### config.mk
export PLATFORM = sky130hd
export DESIGN_NAME = multicycle_control
export DESIGN_NICKNAME = d
export VERILOG_FILES = /design/src/rtl/riscv_ctrl_pkg.sv /design/src/rtl/multicycle_control.sv
export SDC_FILE = /design/constraint.sdc
export NUM_CORES = 1
export LEC_CHECK = 0
export CAP_MARGIN = 10
export CORE_AREA = 2 2 39 41
export CTS_CLUSTER_SIZE = 28
export DETAILED_ROUTE_END_ITERATION = 8
export DIE_AREA = 0 0 41 43
export PLACE_DENSITY = 0.77
export SETUP_SLACK_MARGIN = 0.05
export SKIP_LAST_GASP = 1
export SLEW_MARGIN = 20
export SYNTH_ARGS = -nofsm -noshare
export SYNTH_HDL_FRONTEND = slang
export SYNTH_SLANG_ARGS = --single-unit
### constraint.sdc
create_clock -name clk -period 1.9 [get_ports clk]
set_input_delay 0.57 -clock clk [delete_from_list [all_inputs] [get_ports clk]]
set_output_delay 0.57 -clock clk [all_outputs]
set_load 0.01 [all_outputs]
### src/rtl/riscv_ctrl_pkg.sv
// ----------------------------------------------------------------------------
// riscv_ctrl_pkg
// Shared definitions for the multicycle RISC-V control path: the main
// controller state encoding, the base opcodes it recognises, the 3-bit
// ALU_Op codes handed to the ALU control decoder, and the ALU operand
// select codes.
// ----------------------------------------------------------------------------
package riscv_ctrl_pkg;

   typedef enum logic [2:0] {
      ST_INIT   = 3'd0,
      ST_FETCH  = 3'd1,
      ST_DECODE = 3'd2,
      ST_EXEC   = 3'd3,
      ST_MEM    = 3'd4,
      ST_WB     = 3'd5,
      ST_BRANCH = 3'd6
   } ctrl_state_t;

   // instruction[6:0] opcodes
   localparam logic [6:0] OP_R      = 7'b0110011;
   localparam logic [6:0] OP_I      = 7'b0010011;
   localparam logic [6:0] OP_LW     = 7'b0000011;
   localparam logic [6:0] OP_SW     = 7'b0100011;
   localparam logic [6:0] OP_LUI    = 7'b0110111;
   localparam logic [6:0] OP_BRANCH = 7'b1100011;

   // ALU_Op codes consumed by the ALU control decoder
   localparam logic [2:0] ALU_OP_R      = 3'b000;
   localparam logic [2:0] ALU_OP_I      = 3'b001;
   localparam logic [2:0] ALU_OP_LUI    = 3'b010;
   localparam logic [2:0] ALU_OP_ADD    = 3'b011;
   localparam logic [2:0] ALU_OP_BRANCH = 3'b100;

   // ALU operand A select
   localparam logic [1:0] SRC_A_PC     = 2'b00;
   localparam logic [1:0] SRC_A_OLD_PC = 2'b01;
   localparam logic [1:0] SRC_A_REG    = 2'b10;

   // ALU operand B select
   localparam logic [1:0] SRC_B_REG    = 2'b00;
   localparam logic [1:0] SRC_B_FOUR   = 2'b01;
   localparam logic [1:0] SRC_B_IMM    = 2'b10;

   // Opcodes that take the EXEC path out of DECODE
   function automatic logic is_exec_opcode(input logic [6:0] op);
      return (op == OP_R) || (op == OP_I) || (op == OP_LW) ||
             (op == OP_SW) || (op == OP_LUI);
   endfunction

endpackage

### src/rtl/multicycle_control.sv
// ----------------------------------------------------------------------------
// multicycle_control
// Main control FSM of the multicycle RISC-V datapath. Sequences each
// instruction through FETCH, DECODE, EXEC, MEM, WB (or BRANCH) and drives
// the datapath enables, mux selects and the ALU_Op code.
//
// Ports:
//   clk             rising-edge clock
//   reset           asynchronous, active-high reset (returns to INIT)
//   opcode_i        instruction[6:0] from the instruction register
//   mem_ready_i     memory finished the current access this cycle
//   branch_taken_i  ALU compare result, meaningful in BRANCH
//   ALU_Op_o        ALU operation class for the ALU control decoder
//   alu_src_a_o     ALU A select (PC / old PC / register A)
//   alu_src_b_o     ALU B select (register B / 4 / immediate)
//   pc_src_o        PC source (0 ALU result, 1 ALUOut)
//   pc_write_o      PC write enable
//   ir_write_o      instruction register write enable
//   mem_read_o      memory read request
//   mem_write_o     memory write request (level, held until ready)
//   reg_write_o     register file write enable
//   i_or_d_o        memory address select (0 PC, 1 ALUOut)
//   mem_to_reg_o    write-back data select (0 ALUOut, 1 memory data)
//   illegal_o       one-cycle pulse in DECODE on an unsupported opcode
//
// Parameters:
//   RESET_PC_WRITE  when 1, pc_write_o pulses in INIT to load the reset vector
// ----------------------------------------------------------------------------
module multicycle_control
   import riscv_ctrl_pkg::*;
#(
   parameter int unsigned RESET_PC_WRITE = 0
) (
   input  logic       clk,
   input  logic       reset,
   input  logic [6:0] opcode_i,
   input  logic       mem_ready_i,
   input  logic       branch_taken_i,
   output logic [2:0] ALU_Op_o,
   output logic [1:0] alu_src_a_o,
   output logic [1:0] alu_src_b_o,
   output logic       pc_src_o,
   output logic       pc_write_o,
   output logic       ir_write_o,
   output logic       mem_read_o,
   output logic       mem_write_o,
   output logic       reg_write_o,
   output logic       i_or_d_o,
   output logic       mem_to_reg_o,
   output logic       illegal_o
);

   ctrl_state_t state_q;
   ctrl_state_t state_next;

   always_ff @(posedge clk or posedge reset) begin
      if (reset) begin
         state_q <= ST_INIT;
      end else begin
         state_q <= state_next;
      end
   end

   // Moore decode of the state register; only the FETCH write enables and
   // the BRANCH PC write are qualified by inputs. The opcode is read straight
   // from the IR, which holds steady from DECODE until the next fetch.
   always_comb begin
      state_next   = state_q;
      ALU_Op_o     = ALU_OP_R;
      alu_src_a_o  = SRC_A_PC;
      alu_src_b_o  = SRC_B_REG;
      pc_src_o     = 1'b0;
      pc_write_o   = 1'b0;
      ir_write_o   = 1'b0;
      mem_read_o   = 1'b0;
      mem_write_o  = 1'b0;
      reg_write_o  = 1'b0;
      i_or_d_o     = 1'b0;
      mem_to_reg_o = 1'b0;
      illegal_o    = 1'b0;

      case (state_q)
         ST_INIT: begin
            // Gated by reset so the reset-vector load happens only once
            // reset has been released, never while it is held.
            pc_write_o = (RESET_PC_WRITE != 0) && !reset;
            state_next = ST_FETCH;
         end

         ST_FETCH: begin
            mem_read_o  = 1'b1;
            i_or_d_o    = 1'b0;
            alu_src_a_o = SRC_A_PC;
            alu_src_b_o = SRC_B_FOUR;
            ALU_Op_o    = ALU_OP_ADD;
            pc_src_o    = 1'b0;
            ir_write_o  = mem_ready_i;
            pc_write_o  = mem_ready_i;
            if (mem_ready_i) begin
               state_next = ST_DECODE;
            end
         end

         ST_DECODE: begin
            // Branch target is computed here and captured in ALUOut.
            alu_src_a_o = SRC_A_OLD_PC;
            alu_src_b_o = SRC_B_IMM;
            ALU_Op_o    = ALU_OP_ADD;
            if (is_exec_opcode(opcode_i)) begin
               state_next = ST_EXEC;
            end else if (opcode_i == OP_BRANCH) begin
               state_next = ST_BRANCH;
            end else begin
               illegal_o  = 1'b1;
               state_next = ST_FETCH;
            end
         end

         ST_EXEC: begin
            case (opcode_i)
               OP_R: begin
                  alu_src_a_o = SRC_A_REG;
                  alu_src_b_o = SRC_B_REG;
                  ALU_Op_o    = ALU_OP_R;
               end
               OP_I: begin
                  alu_src_a_o = SRC_A_REG;
                  alu_src_b_o = SRC_B_IMM;
                  ALU_Op_o    = ALU_OP_I;
               end
               OP_LUI: begin
                  alu_src_b_o = SRC_B_IMM;
                  ALU_Op_o    = ALU_OP_LUI;
               end
               OP_LW, OP_SW: begin
                  alu_src_a_o = SRC_A_REG;
                  alu_src_b_o = SRC_B_IMM;
                  ALU_Op_o    = ALU_OP_ADD;
               end
               default: begin
               end
            endcase
            if ((opcode_i == OP_LW) || (opcode_i == OP_SW)) begin
               state_next = ST_MEM;
            end else begin
               state_next = ST_WB;
            end
         end

         ST_MEM: begin
            i_or_d_o    = 1'b1;
            mem_read_o  = (opcode_i == OP_LW);
            mem_write_o = (opcode_i == OP_SW);
            if (mem_ready_i) begin
               state_next = (opcode_i == OP_LW) ? ST_WB : ST_FETCH;
            end
         end

         ST_WB: begin
            reg_write_o  = 1'b1;
            mem_to_reg_o = (opcode_i == OP_LW);
            state_next   = ST_FETCH;
         end

         ST_BRANCH: begin
            alu_src_a_o = SRC_A_REG;
            alu_src_b_o = SRC_B_REG;
            ALU_Op_o    = ALU_OP_BRANCH;
            pc_src_o    = 1'b1;
            pc_write_o  = branch_taken_i;
            state_next  = ST_FETCH;
         end

         default: begin
            state_next = ST_INIT;
         end
      endcase
   end

endmodule

* Word-level counts from Yosys, hierarchy flattened
Cells that the tools add are included.
Storage, ports and cells: flip-flop bits (word level) 3, bits of input ports 11, output and inout port bits 16
Cells by class: eq/ne operators 14, multiplexer cells 24, reduce and logical (&&, ||, !) cells 12
Operators with widths (number):
- == test 7 x 6 -> 1 bit, second input constant | 3
- one-hot mux 2 bit (3 select lines) | 3
- 2-to-1 mux 3 bit | 5
- one-hot mux 3 bit (5 select lines) | 1
- 2-to-1 mux 1 bit | 10
- == test 3 bit, second input constant | 3
- one-hot mux 3 bit (3 select lines) | 1
- OR reduction 4 bit | 2
- == test 7 x 2 -> 1 bit, second input constant | 1
- == test 7 x 5 -> 1 bit, second input constant | 1
- == test 7 bit, second input constant | 1
- == test 3 x 2 -> 1 bit, second input constant | 2
- logical OR 1 bit | 5
- 2-to-1 mux 2 bit | 2
- != test 2 bit, second input constant | 2
- one-hot mux 1 bit (2 select lines) | 2
- OR reduction 2 bit | 2
- == test 3 x 1 -> 1 bit, second input constant | 1
- logical NOT 3 bit | 1
- OR reduction 3 bit | 1
- AND reduction 2 bit | 1

* Depth between registers and ports, before layout
Gate-level depths: netlist of run 1.
word-level depth 7, mapped depth 5

* Least setup slack after synthesis of run 1
No wires, ideal clock.
kind input to output, start point input opcode_i[3], end point output ALU_Op_o[1], arrival 1.212 ns, required time 1.330 ns, setup slack 0.118 ns, stages on the path 4, buffers on the path 0, cells stage by stage nand3b_1 -> nor2_1 -> o21ai_1 -> a31oi_1
On the way: longest elaborated chain between the ends 4, elaborated cells between the ends (all ways) 7
RTL lines:
- from (decl) | RTL line multicycle_control.sv:36 | input logic [6:0] opcode_i,
- == test 7 x 2 -> 1 bit or == test 7 x 6 -> 1 bit (tied branches) | RTL line multicycle_control.sv:120 | case (opcode_i)
- OR reduction 2 bit | RTL line multicycle_control.sv:120
- one-hot mux 2 bit (3 select lines) (*) | RTL line multicycle_control.sv:120
- one-hot mux 3 bit (3 select lines) (*) | RTL line multicycle_control.sv:82 | case (state_q)
- to (decl) | RTL line multicycle_control.sv:39 | output logic [2:0] ALU_Op_o,
Mark *: on every way between the ends. The rest lies on a longest branch, timed or not.

* Worst setup path after layout of run 1
start point input opcode_i[3], end point output alu_src_b_o[1]
On the way: longest elaborated chain between the ends 4, elaborated cells between the ends (all ways) 7
RTL lines:
- == test 7 x 5 -> 1 bit (tied with other cells) | RTL line multicycle_control.sv:120
- OR reduction 4 bit (no line) (*)
- 2-to-1 mux 2 bit (*) | RTL line multicycle_control.sv:120
- one-hot mux 2 bit (3 select lines) (*) | RTL line multicycle_control.sv:82
- to (decl) | RTL line multicycle_control.sv:41 | output logic [1:0] alu_src_b_o,
Marked as above.

==> impl_metrics.env, run 1 <==
export IMPL_numClockSinks=3
export IMPL_tightest_slew_ps=258
export IMPL_hold_viol=0
export IMPL_min_period_ps=2110
export IMPL_ys_top_cells_by_area="dfrtp_1 (18%), nand2_1 (7.0%), and3_1 (5.9%)"
export IMPL_synthTopCellsByCount="nand2_1 (8), and3_1 (4)"
export IMPL_synth_most_common_cell="nand2_1"
export IMPL_ys_warnings_count=0
export IMPL_clock_skew_ps=6.70
export IMPL_chipHeight_um=43
export IMPL_synth_cell_area_um2=427
export IMPL_grt_pass1_wl_mm=3.04
export IMPL_setup_violations=9
export IMPL_cp_max_fo=3
export IMPL_gr_total_overflow=0
export IMPL_cts_buffers=3
export IMPL_gp_congestion=0.821
export IMPL_syn_num_nets=67
export IMPL_use_met2_pct=42.2
export IMPL_finalWirelength_mm=2.26
export IMPL_ir_drop_v=0.000593
export IMPL_io_buffers=26
export IMPL_drive_gt1_share_pct=72.1
export IMPL_largest_register_ffs=3
export IMPL_layout_setup_ws_ps=-214
export IMPL_vias=769
export IMPL_fmax_ghz=0.473
export IMPL_n_fill_cell=73
export IMPL_worst_ep_arrival_time_ps=1540
export IMPL_top_level_ports=27
export IMPL_drv_slew=0
export IMPL_grt_setup_unrepaired="true"
export IMPL_regMostFlops="state_q"
export IMPL_cts_buffer_depth=2
export IMPL_diodes=0
export IMPL_path_cells="buf_6, nand3b_1, buf_6, nor2_4, o21ai_1, a21oi_1, buf_2"
export IMPL_hold_buffers=0
export IMPL_crit_path_start_kind="input port"
export IMPL_use_met3_pct=3.66
export IMPL_slowest_delay_ps=210
export IMPL_powerDensity_mw_per_mm2=1210
export IMPL_h_tree_depth=1
export IMPL_crit_top_cell="buf_6"
export IMPL_drtAntennaViolNets=0
export IMPL_finalCritPeriodShare_pct=111
export IMPL_rows=14
export IMPL_cpMaxStageDelayCell="nand3b_1"
export IMPL_dp_cells=115
export IMPL_ys_seq_area_share_pct=17.6
export IMPL_grt_max_degree=7
export IMPL_antenna_found_initial=0
export IMPL_grt_util_all_layers_pct=24.5
export IMPL_reg_largest_list="state_q (3)"
export IMPL_die_area_mm2=0.00176
export IMPL_drtPass1Iterations=4
export IMPL_syn_area_per_cell_um2=7.62
export IMPL_synth_enable_flop_cells=0
export IMPL_met1_usage_pct=27.3
export IMPL_violations="negative setup slack"
export IMPL_cp_end_kind="primary output"
export IMPL_clk_root_buffer_cell="clkbuf_4"
export IMPL_drc=0
export IMPL_clkLatencyLatePin_ps=230
export IMPL_dp_final_hpwl_mm=1.10
export IMPL_ff2ff_setup_slack_ps=540
export IMPL_ys_ff_latch=3
export IMPL_critPathRequiredTime_ps=1330
export IMPL_synth_cell_types=29
export IMPL_postPlaceCellArea_um2=835
export IMPL_synthCells=56
export IMPL_drt_first_iter_violations=28
export IMPL_fin_cells=145
export IMPL_busiest_layer="met2"
export IMPL_criticalPathCategory="input port to primary output"
export IMPL_hold_ws_ps=539
export IMPL_dpl_worst_slack_ps=-920
export IMPL_status="finished with violations"
export IMPL_final_area_mm2=0.00113
export IMPL_leakagePower_nw=0.570
export IMPL_dieWidth_um=41
export IMPL_grt_pass1_vias=703
export IMPL_vias_per_cell=5.30
export IMPL_synth_top_cell_by_area="dfrtp_1"
export IMPL_synth_ff_type="dfrtp_1"
export IMPL_wl_per_cell_um=15.6
export IMPL_synth_top_cell_area_share_pct=17.6
export IMPL_initial_core_util_pct=30.8
export IMPL_cts_tree="done"
export IMPL_fin_nets=141
export IMPL_cap_violations=0
export IMPL_async_reset_ff_share_pct=100
export IMPL_core_area_mm2=0.00138
export IMPL_relSlewSlack_pct=82.7
export IMPL_cts_clk_slew_worst_paths_ps=40
export IMPL_area_delta_synth_final_pct=164
export IMPL_hp_class="input port to asynchronous set/reset pin"
==> final timing paths <==
| kind | from | end | cells after the start |
|---|---|---|---|
| setup / recovery | opcode_i[3] | alu_src_b_o[1] | 7 |
| hold / removal | reset | state_q[0] | 2 |
| setup reg to reg | state_q[0] | state_q[0] | 7 |
| hold reg to reg | state_q[2] | state_q[2] | 3 |
| max in group asynchronous | reset | state_q[1] | 2 |
| min in group clk | state_q[2] | state_q[2] | 3 |
==> per-layer routing <==
layer  wire length [µm]  share of wire (%)  vias up
li1                   -                  -      349
met2               1170                 52       44
met4                 55                2.4        0
met5                  0                  0        -
met1                872                 39      364
met3                159                7.0       12
==> final cells by class <==
| class | instances | area (µm²) | share of cell area (%) |
|---|---|---|---|
| clock buffers | 4 | 26.3 | 2.33 |
| multi-input cells | 48 | 404 | 35.9 |
| inverters | 3 | 11.3 | 1.00 |
| flip-flops and latches | 3 | 78.8 | 7.00 |
| well taps | 16 | 20.0 | 1.78 |
| repair buffers | 71 | 586 | 52.0 |
==> report_power, final <==
group          internal, mW  switching (mW)
Sequential           0.0985          0.0585
Combinational         0.633           0.463
Clock                0.0787          0.0335
==> placed cells by master (no fill, tap or decap), drive strengths merged <==
cell,instances
o211ai,1
o21bai,1
nor2b,1
and3,5
nand2,8
a31oi,3
nand3b,1
clkbuf,4
clkdlybuf4s50,2
o21ai,3
inv,3
and3b,2
and4,1
a22oi,1
nor2,6
dfrtp,3
a31o,1
dlygate4sd2,1
nor3b,1
nand2b,3
o2bb2ai,1
a21oi,3
and2,2
nor4,2
o21a,2
buf,68
==> logic make-up after synthesis <==
| group | share of synthesized area (%) |
|---|---|
| buf+inv | 6.16 |
| flops | 17.6 |
| compound gates | 25.5 |
| simple gates | 50.7 |
==> metrics by stage <==
stage / TNS [ps] / power, mW / util (%)
4_1_cts: -749 / 1.18 / 76.4
3_3_place_gp: -8100 / 0.896 / 60.3
6_report: -893 / 1.37 / 81.4
5_1_grt: -1340 / 1.43 / 81.4
3_5_place_dp: -8380 / 0.910 / 60.3
2_1_floorplan: 0 / 0.471 / -
==> worst max-delay path: cells and delay by family <==
family                 cells  cell delay, ps
AND/OR/NAND/NOR            2             320
AO/OA/AOI/OAI              2             240
buffers and inverters      3             410
==> timing repair <==
item,4_1_cts,5_1_grt
gates resized for setup,122,14
pin swaps,19,10
buffers inserted,22,5
setup endpoints to repair,16,14
hold endpoints to repair,0,0
Power figures use the tool's default switching activity.
==> inputs of run 2 (changes only) <==
--- a/config.mk
+++ b/config.mk
@@ -6,10 +6,10 @@
 export NUM_CORES = 1
 export LEC_CHECK = 0
 export CAP_MARGIN = 10
-export CORE_AREA = 2 2 39 41
+export CORE_AREA = 4 4 41 43
 export CTS_CLUSTER_SIZE = 28
 export DETAILED_ROUTE_END_ITERATION = 8
-export DIE_AREA = 0 0 41 43
+export DIE_AREA = 0 0 45 47
 export PLACE_DENSITY = 0.77
 export SETUP_SLACK_MARGIN = 0.05
 export SKIP_LAST_GASP = 1
==> run 2 against run 1 <==
  * The run still ends with negative setup slack left
  * Clock power about the same
  * Power up 0.48%
  * Via count down 6.4%
  * Setup slack better by 61 ps
  * Fmax up 3.0%
  * Clock skew about the same
  * Critical endpoint is now ALU_Op_o[1]
  * Largest cell class unchanged
  * Highest routed layer unchanged
==> impl_metrics.env, run 2 (synthesized netlist as in run 1, its figures left out) <==
export IMPL_status="finished with violations"
export IMPL_violations="negative setup slack"
export IMPL_critPathRequiredTime_ps=1330
export IMPL_numClockSinks=3
export IMPL_clock_skew_ps=6.98
export IMPL_rows=13
export IMPL_area_delta_synth_final_pct=159
export IMPL_chipHeight_um=47
export IMPL_hold_buffers=0
export IMPL_h_tree_depth=1
export IMPL_regMostFlops="state_q"
export IMPL_cts_buffer_depth=2
export IMPL_worst_ep_arrival_time_ps=1480
export IMPL_reg_largest_list="state_q (3)"
export IMPL_finalCritPeriodShare_pct=108
export IMPL_clk_root_buffer_cell="clkbuf_4"
export IMPL_hold_ws_ps=518
export IMPL_vias_per_cell=5.18
export IMPL_finalWirelength_mm=2.07
export IMPL_drive_gt1_share_pct=71.8
export IMPL_die_area_mm2=0.00212
export IMPL_grt_max_degree=7
export IMPL_ir_drop_v=0.000741
export IMPL_relSlewSlack_pct=80.8
export IMPL_setup_violations=9
export IMPL_leakagePower_nw=0.544
export IMPL_cap_violations=0
export IMPL_startpoint="opcode_i[3]"
export IMPL_min_period_ps=2050
export IMPL_drt_first_iter_violations=20
export IMPL_crit_top_cell="buf_6"
export IMPL_grt_util_all_layers_pct=19.3
export IMPL_largest_register_ffs=3
export IMPL_criticalPathCategory="input port to primary output"
export IMPL_hp_class="input port to asynchronous set/reset pin"
export IMPL_drtAntennaViolNets=0
export IMPL_cp_depth=7
export IMPL_top_level_ports=27
export IMPL_powerDensity_mw_per_mm2=1240
export IMPL_drc=0
export IMPL_regArea_um2=78.8
export IMPL_cp_max_fo=3
export IMPL_core_area_mm2=0.00130
export IMPL_mostFrequentLayoutCells="buf_4 (26), buf_6 (20), buf_2 (14), nand2_1 (6)"
export IMPL_gp_congestion=0.757
export IMPL_path_cells="buf_6, nand3b_1, buf_6, nor2_4, o21ai_1, a31oi_1, buf_2"
export IMPL_final_common_cell="buf_4"
export IMPL_vias=720
export IMPL_hold_viol=0
export IMPL_layout_setup_ws_ps=-153
export IMPL_r2r_start="state_q[2]"
export IMPL_initial_core_util_pct=32.8
export IMPL_crit_path_start_kind="input port"
export IMPL_cts_clk_slew_worst_paths_ps=40
export IMPL_path_buf_inv=3
export IMPL_dp_final_hpwl_mm=1.15
export IMPL_cts_buffers=3
export IMPL_wl_per_cell_um=14.9
export IMPL_tightest_slew_ps=286
export IMPL_critical_path_top_delay_family="buffers and inverters"
export IMPL_multi_input_area_um2=394
export IMPL_drv_slew=0
export IMPL_dp_cells=114
export IMPL_dieWidth_um=45
export IMPL_cp_end_kind="primary output"
export IMPL_slowest_delay_ps=210
export IMPL_reg2reg_depth=12
export IMPL_clkLatencyLatePin_ps=230
export IMPL_io_buffers=26
export IMPL_cts_tree="done"
export IMPL_grt_setup_unrepaired="true"
export IMPL_ff2ff_setup_slack_ps=70
export IMPL_grt_pass1_wl_mm=2.99
export IMPL_antenna_found_initial=0
export IMPL_diodes=0
export IMPL_power_mw=1.37
export IMPL_drtPass1Iterations=4
export IMPL_cpMaxStageDelayCell="nand3b_1"
export IMPL_grt_pass1_vias=712
export IMPL_gr_total_overflow=0
export IMPL_fmax_ghz=0.487
export IMPL_final_core_util_pct=84.8
export IMPL_n_fill_cell=76
export IMPL_fin_cells=139
export IMPL_fin_nets=136
run 2: layout make-up:
| type | instances | area share, % |
|---|---|---|
| Tap cell | 15 | 1.70 |
| Inverter | 3 | 1.02 |
| Sequential cell | 3 | 7.14 |
| Multi-Input combinational cell | 48 | 35.7 |
| Timing Repair Buffer | 66 | 52.0 |
| Clock buffer | 4 | 2.38 |
run 2: worst register-to-register path: stages (launching register included):
cell      delay, ps
dfrtp_2         420
buf_6           130
nand2b_4        150
nor2_4          120
nand2_2          80
buf_4           140
buf_6           100
buf_4           110
buf_4           110
buf_4           120
buf_4           120
buf_4           130
o21ai_2          40
run 2: power by group:
group	internal (mW)	switching [mW]
registers	0.0985	0.0439
logic	0.662	0.456
clock network	0.0787	0.0329
total	0.839	0.533
run 2: routing by layer:
metal	share of wire, %	global-route usage, %	up-vias	wire, µm
met5	0	0	-	0
met4	3.5	7.60	0	73
met3	7.7	3.45	8	160
met2	54	39.0	41	1120
met1	35	19.1	329	718
li1	-	-	342	-
run 2: final timing paths:
kind / end
worst max-delay path: ALU_Op_o[1]
worst min-delay path: state_q[0]
worst max register to register: state_q[1]
worst min register to register: state_q[2]
max in group asynchronous: state_q[2]
min in group clk: state_q[2]
run 2: stage by stage:
stage	TNS, ps	worst slack (ps)	cell area (µm²)
global placement	-7920	-912	833
finish	-847	-153	1100
detailed placement	-8280	-912	833
floorplan	0	118	427
CTS	-890	-140	1060
global route	-1230	-189	1100
run 2: repair_timing:
| action | in CTS | in global routing |
|---|---|---|
| resized for setup | 128 | 12 |
| endpoints found under the hold margin | 0 | 0 |
| setup endpoints to repair | 16 | 15 |
| buffers inserted | 21 | 4 |
| cloned | 0 | 0 |
| pin swaps | 19 | 9 |
==> inputs of run 3 (changes only) <==
--- a/config.mk
+++ b/config.mk
@@ -6,10 +6,10 @@
 export NUM_CORES = 1
 export LEC_CHECK = 0
 export CAP_MARGIN = 10
-export CORE_AREA = 4 4 41 43
+export CORE_AREA = 2 2 39 41
 export CTS_CLUSTER_SIZE = 28
 export DETAILED_ROUTE_END_ITERATION = 8
-export DIE_AREA = 0 0 45 47
+export DIE_AREA = 0 0 41 43
 export PLACE_DENSITY = 0.77
 export SETUP_SLACK_MARGIN = 0.05
 export SKIP_LAST_GASP = 1
==> results of run 3 <==
The final DEF is identical to that of run 1; final timing and power are the same.
